--- src/rtl/perceptron_trainer.sv ---
// Serial perceptron trainer: one MAC per cycle, sign-mismatch weight/bias
// update, repeated epochs until an error-free epoch or the epoch limit.
// Ports: clk, rst (async, active-low), start, n_samples, max_epochs,
//   s_valid/s_ready/s_x/s_t sample stream, epoch_req, busy, done,
//   converged, epoch_cnt, err_cnt, w (packed weights), b (bias).
module perceptron_trainer #(
  parameter int NUM_IN = 2,
  parameter int X_W    = 7,
  parameter int W_W    = 14,
  parameter int FRAC   = 4,
  parameter int LR     = 12,
  parameter int B_LR   = 192,
  parameter int CNT_W  = 32,
  parameter int EP_W   = 16
) (
  input  logic                    clk,
  input  logic                    rst,
  input  logic                    start,
  input  logic [CNT_W-1:0]        n_samples,
  input  logic [EP_W-1:0]         max_epochs,
  input  logic                    s_valid,
  output logic                    s_ready,
  input  logic [NUM_IN*X_W-1:0]   s_x,
  input  logic                    s_t,
  output logic                    epoch_req,
  output logic                    busy,
  output logic                    done,
  output logic                    converged,
  output logic [EP_W-1:0]         epoch_cnt,
  output logic [CNT_W-1:0]        err_cnt,
  output logic [NUM_IN*W_W-1:0]   w,
  output logic [W_W-1:0]          b
);

  localparam int IW = (NUM_IN > 1) ? $clog2(NUM_IN) : 1;
  localparam int AW = X_W + W_W + $clog2(NUM_IN) + 1;
  localparam int YW = AW + 1;
  localparam int UW = W_W + X_W + 18;

  localparam logic signed [UW-1:0] WMAX =
    {{(UW-W_W+1){1'b0}}, {(W_W-1){1'b1}}};
  localparam logic signed [UW-1:0] WMIN =
    {{(UW-W_W+1){1'b1}}, {(W_W-1){1'b0}}};
  localparam logic signed [UW-1:0] LR_S  = UW'(LR);
  localparam logic signed [UW-1:0] BLR_S = UW'(B_LR);

  localparam logic [2:0] IDLE   = 3'd0;
  localparam logic [2:0] LOAD   = 3'd1;
  localparam logic [2:0] MAC    = 3'd2;
  localparam logic [2:0] CHECK  = 3'd3;
  localparam logic [2:0] UPDATE = 3'd4;
  localparam logic [2:0] EP_END = 3'd5;
  localparam logic [2:0] DONE   = 3'd6;

  logic [2:0]              st;
  logic signed [W_W-1:0]   wr [NUM_IN];
  logic signed [W_W-1:0]   wn [NUM_IN];
  logic signed [X_W-1:0]   xr [NUM_IN];
  logic signed [W_W-1:0]   br;
  logic signed [W_W-1:0]   bn;
  logic                    tr;
  logic signed [AW-1:0]    acc;
  logic [IW-1:0]           idx;
  logic [CNT_W-1:0]        n_lat;
  logic [CNT_W-1:0]        smp;
  logic [EP_W-1:0]         m_lat;
  logic [EP_W-1:0]         ep_n;
  logic signed [W_W+X_W-1:0] prod;
  logic signed [YW-1:0]    acc_x;
  logic signed [YW-1:0]    y;
  logic                    wrong;

  function automatic logic signed [W_W-1:0] sat(
    input logic signed [UW-1:0] v
  );
    if (v > WMAX)      return WMAX[W_W-1:0];
    else if (v < WMIN) return WMIN[W_W-1:0];
    else               return v[W_W-1:0];
  endfunction

  assign prod  = wr[idx] * xr[idx];
  assign acc_x = acc;
  // Floor shift at full width, then bias; sign bit gives the prediction.
  assign y     = (acc_x >>> FRAC) + br;
  assign wrong = (~y[YW-1]) != tr;
  assign ep_n  = (&epoch_cnt) ? epoch_cnt : epoch_cnt + EP_W'(1);

  always_comb begin
    for (int i = 0; i < NUM_IN; i++) begin
      wn[i] = sat(UW'(wr[i]) + (tr ? LR_S * UW'(xr[i])
                                   : -(LR_S * UW'(xr[i]))));
    end
    bn = sat(UW'(br) + (tr ? BLR_S : -BLR_S));
  end

  assign s_ready = (st == LOAD);
  assign busy    = (st != IDLE) && (st != DONE);
  assign b       = br;

  for (genvar g = 0; g < NUM_IN; g++) begin : g_w
    assign w[g*W_W +: W_W] = wr[g];
  end

  always_ff @(posedge clk or negedge rst) begin
    if (!rst) begin
      st        <= IDLE;
      br        <= '0;
      tr        <= 1'b0;
      acc       <= '0;
      idx       <= '0;
      n_lat     <= '0;
      m_lat     <= '0;
      smp       <= '0;
      epoch_req <= 1'b0;
      done      <= 1'b0;
      converged <= 1'b0;
      epoch_cnt <= '0;
      err_cnt   <= '0;
      for (int i = 0; i < NUM_IN; i++) begin
        wr[i] <= '0;
        xr[i] <= '0;
      end
    end else begin
      epoch_req <= 1'b0;
      case (st)
        IDLE, DONE: begin
          if (start) begin
            n_lat     <= n_samples;
            m_lat     <= max_epochs;
            br        <= '0;
            epoch_cnt <= '0;
            err_cnt   <= '0;
            smp       <= '0;
            for (int i = 0; i < NUM_IN; i++) wr[i] <= '0;
            if (n_samples == '0) begin
              st        <= DONE;
              done      <= 1'b1;
              converged <= 1'b1;
            end else begin
              st        <= LOAD;
              done      <= 1'b0;
              converged <= 1'b0;
              epoch_req <= 1'b1;
            end
          end
        end
        LOAD: begin
          if (s_valid) begin
            for (int i = 0; i < NUM_IN; i++)
              xr[i] <= s_x[i*X_W +: X_W];
            tr  <= s_t;
            acc <= '0;
            idx <= '0;
            st  <= MAC;
          end
        end
        MAC: begin
          acc <= acc + AW'(prod);
          idx <= idx + IW'(1);
          if (idx == IW'(NUM_IN - 1)) st <= CHECK;
        end
        CHECK: begin
          smp <= smp + CNT_W'(1);
          if (wrong) begin
            err_cnt <= err_cnt + CNT_W'(1);
            st      <= UPDATE;
          end else if (smp + CNT_W'(1) == n_lat) begin
            st <= EP_END;
          end else begin
            st <= LOAD;
          end
        end
        UPDATE: begin
          br <= bn;
          for (int i = 0; i < NUM_IN; i++) wr[i] <= wn[i];
          st <= (smp == n_lat) ? EP_END : LOAD;
        end
        EP_END: begin
          epoch_cnt <= ep_n;
          if (err_cnt == '0) begin
            st        <= DONE;
            done      <= 1'b1;
            converged <= 1'b1;
          end else if (m_lat != '0 && ep_n == m_lat) begin
            st        <= DONE;
            done      <= 1'b1;
            converged <= 1'b0;
          end else begin
            err_cnt   <= '0;
            smp       <= '0;
            epoch_req <= 1'b1;
            st        <= LOAD;
          end
        end
        default: st <= IDLE;
      endcase
    end
  end

endmodule
--- config.mk ---
export PLATFORM = sky130hd
export DESIGN_NAME = perceptron_trainer
export DESIGN_NICKNAME = d
export VERILOG_FILES = /design/src/rtl/perceptron_trainer.sv
export SDC_FILE = /design/constraint.sdc
export NUM_CORES = 1
export LEC_CHECK = 0
export CORE_MARGIN = 2
export CORE_UTILIZATION = 46
export CTS_CLUSTER_DIAMETER = 30
export DETAILED_ROUTE_END_ITERATION = 10
export PLACE_DENSITY = 0.74
export SYNTH_ARGS = -nofsm -noshare
export SYNTH_HDL_FRONTEND = slang
export SYNTH_SLANG_ARGS = --single-unit
--- constraint.sdc ---
create_clock -name clk -period 10.54 [get_ports clk]
set_input_delay 2.108 -clock clk [delete_from_list [all_inputs] [get_ports clk]]
set_output_delay 2.108 -clock clk [all_outputs]
set_load 0.005 [all_outputs]
==> impl_metrics.toml <==
[yosys]
synth_top_area_share_pct = 24.0
async_flop_share_pct = 100
synth_fa_ha_area_share_pct = 21.8
synth_fp_nets = 2959
ys_types = 82
yosysTopAreaCell = "dfrtp_1"
ys_warn_count = 0
syn-cell-area_mm2 = 0.0217
syn_inst = 2585
synth_top_family_by_area = "adder cells"
ys_top_cells_by_area = "dfrtp_1 (24%), ha_1 (11%), fa_1 (11%)"
yosysSeqAreaShare_pct = 24.0
yosys_register_bits = 208
synth_flop_cell = "dfrtp_1"
synthMuxAreaShare_pct = 2.58
synth-edff-count = 0
synth.avg_cell_area_um2 = 8.38
synth-compound-area-share_pct = 16.8
synth_xor_area_share_pct = 8.65
yosys.area_share.simple_pct = 21.0

[floorplanning]
core_region_area_mm2 = 0.0466
die_area_mm2 = 0.0488
dieHeight_um = 221
io_pins = 162
start_util_pct = 46.5
std_cell_rows = 79
die_w_um = 221

[worst_setup_path]
cpPeakStageDelay_ns = 0.68
cp-end-kind = "register"
critical_path_class = "register to register"
worstPathMaxFanout = 16
cpMaxStageDelayCell = "xnor2_1"
required_ns = 11.07
start_kind = "register"
worstPathArrival_ns = 8.04
path_buf_inv = 0
crit_path_cell_trace = "ha_1 > ha_1 > a21o_1 > a21oi_1 > o21bai_1 > a21oi_1 > nor2b_1 > xnor2_1 > and2_1 > a21oi_1 > ha_1 > nand3_1 > or3_1 > o21ai_1 > o31a_1 > o2111ai_1 > and2_1 > xor2_1 > or4_1 > or3_1 > or4_1 > o21ai_1 > a221o_1"
crit_family = "simple AND/OR/NAND/NOR gates"

[final_layout]
register_area_mm2 = 0.00520
fin_util_pct = 55.3
final_cell_mix = "nand2_1 (339), nor2_1 (232), dfrtp_1 (208)"
layout_commonest_cell = "nand2_1"
drive_above_1_share_pct = 6.42
fillerInstances = 4148
multi_input_area_mm2 = 0.0153
area_growth_pct = 18.9
nNetsFinal = 3083

[place]
io_buffers = 161
gp_congestion = 0.952
hpwl_um = 47600

[grt]
antenna_found_initial = 3
grt.overflow.total = 0
grt_pass1_vias = 19900
grt_max_degree = 77
grtUsageTotal_pct = 25.8
grt_pass1_wl_um = 103000

[timing]
drv_slew = 0
fmax_mhz = 133
skew_ns = 0.0353
period_needed_ns = 7.51
rsz0062_at_grt = "false"
worstMarginPinSlew_ns = 1.09
setup_viol = 0
final-hold-violation-count = 0
period_share_pct = 71.3
slew_headroom_pct = 25.3
fin_tns_setup_ns = 0
whs_ns = 0.499

[clocking]
clk_latency_ns = 0.62
cts_root_buf = "clkbuf_16"
htree_num_levels = 2
cts_resized = 0
hold_buffers = 0
cts_inserted_buffers = 59
clock_path_buffers = 3
clk_pin_slew_worst_paths_ns = 0.05
cts_sinks = 208
cts_tree = "built"
post_cts_buffers = 0

[routing]
wl_met1_um = 27100
drc = 0
route.met3.wl_um = 4610
ant_nets = 0
top_layer = "met5"
vias = 19800
drt-pass1-iter-count = 7
wl_met2_um = 29400
avgViaCountPerCell = 5.88
drt-total-wl_um = 63400
drtIter0Drc = 1412
wire_per_inst_um = 18.8

[run_status]
outcome = "finished, final reports clean"

[hold_path]
hold_class = "register to register"

[job]
cap_viol_max_count = 0
[cell usage after synthesis (all sizes together) (21+ instances only)]
| library cell | count |
|---|---|
| nor3 | 49 |
| mux2i | 30 |
| a21oi | 142 |
| nand2 | 340 |
| nor2 | 234 |
| inv | 166 |
| fa | 116 |
| nand3 | 66 |
| o31ai | 26 |
| a221o | 25 |
| nor4 | 38 |
| and3 | 29 |
| and2 | 39 |
| ha | 191 |
| buf | 22 |
| o21ai | 144 |
| clkbuf | 96 |
| mux2 | 23 |
| a21o | 47 |
| nand4 | 36 |
| xnor2 | 141 |
| or3 | 21 |
| nand2b | 33 |
| dfrtp | 208 |
| xor2 | 73 |
[routing by layer]
metal | global-route usage, % | vias to the layer above
met1 | 33.2 | 9576
met3 | 5.35 | 162
met2 | 42.3 | 734
li1 | - | 9312
met5 | 0 | -
met4 | 10.3 | 4
[cell families after synthesis]
family	after synthesis
compound gates	559
xor+xnor	214
fa+ha+maj	307
buf+inv	284
flops	208
mux	53
simple gates	960
[area by class of cell]
class,count,area share (%)
Timing Repair Buffer,181,6.86
Sequential cell,208,20.2
Inverter,166,2.42
Antenna cell,1,0.00971
Clock buffer,73,6.32
Tap cell,607,2.95
Multi-Input combinational cell,2093,59.5
Clock inverter,37,1.69
[registers in the layout (all words and copies together), names as in the netlist]
| register | cells |
|---|---|
| err_cnt | 32 |
| smp | 32 |
| idx | 1 |
| acc | 23 |
| xr | 14 |
| b | 9 |
| n_lat | 32 |
| epoch_cnt | 16 |
| st | 3 |
| tr | 1 |
| w | 26 |
| converged | 1 |
| epoch_req | 1 |
| done | 1 |
| m_lat | 16 |
[through the flow]
step                      setup WS (ns)  area [um^2]  cells
after detailed placement           3.18        23700   3255
after global routing               2.33        25800   3365
after floorplan                    4.00        21700   2585
after CTS                          3.09        25800   3365
final                              3.03        25800   3366
after global placement             3.38        23700   3255
[path summary, 6_finish.rpt]
path / to / startpoint / cells past startpoint / slack (ns)
max: w[20] / xr[2] / 23 / 3.03
min: n_lat[21] / n_lat[21] / 2 / 0.50
max reg2reg: w[20] / xr[2] / 23 / 3.03
min reg2reg: n_lat[21] / n_lat[21] / 2 / 0.50
max in group asynchronous: acc[21] / rst / 2 / 7.62
min in group asynchronous: err_cnt[18] / rst / 1 / 1.47
[worst register-to-register path, stage by stage (launching register included)]
cell	delay, ns
dfrtp_1	0.43
ha_1	0.36
ha_1	0.31
a21o_1	0.18
a21oi_1	0.23
o21bai_1	0.09
a21oi_1	0.23
nor2b_1	0.09
xnor2_1	0.68
and2_1	0.55
a21oi_1	0.11
ha_1	0.42
nand3_1	0.09
or3_1	0.35
o21ai_1	0.31
o31a_1	0.32
o2111ai_1	0.21
and2_1	0.21
xor2_1	0.15
or4_1	0.51
or3_1	0.35
or4_1	0.41
o21ai_1	0.55
a221o_1	0.30
Power is not shown: default switching activity piles up to over one toggle a cycle in this logic, so the estimate is an artifact.
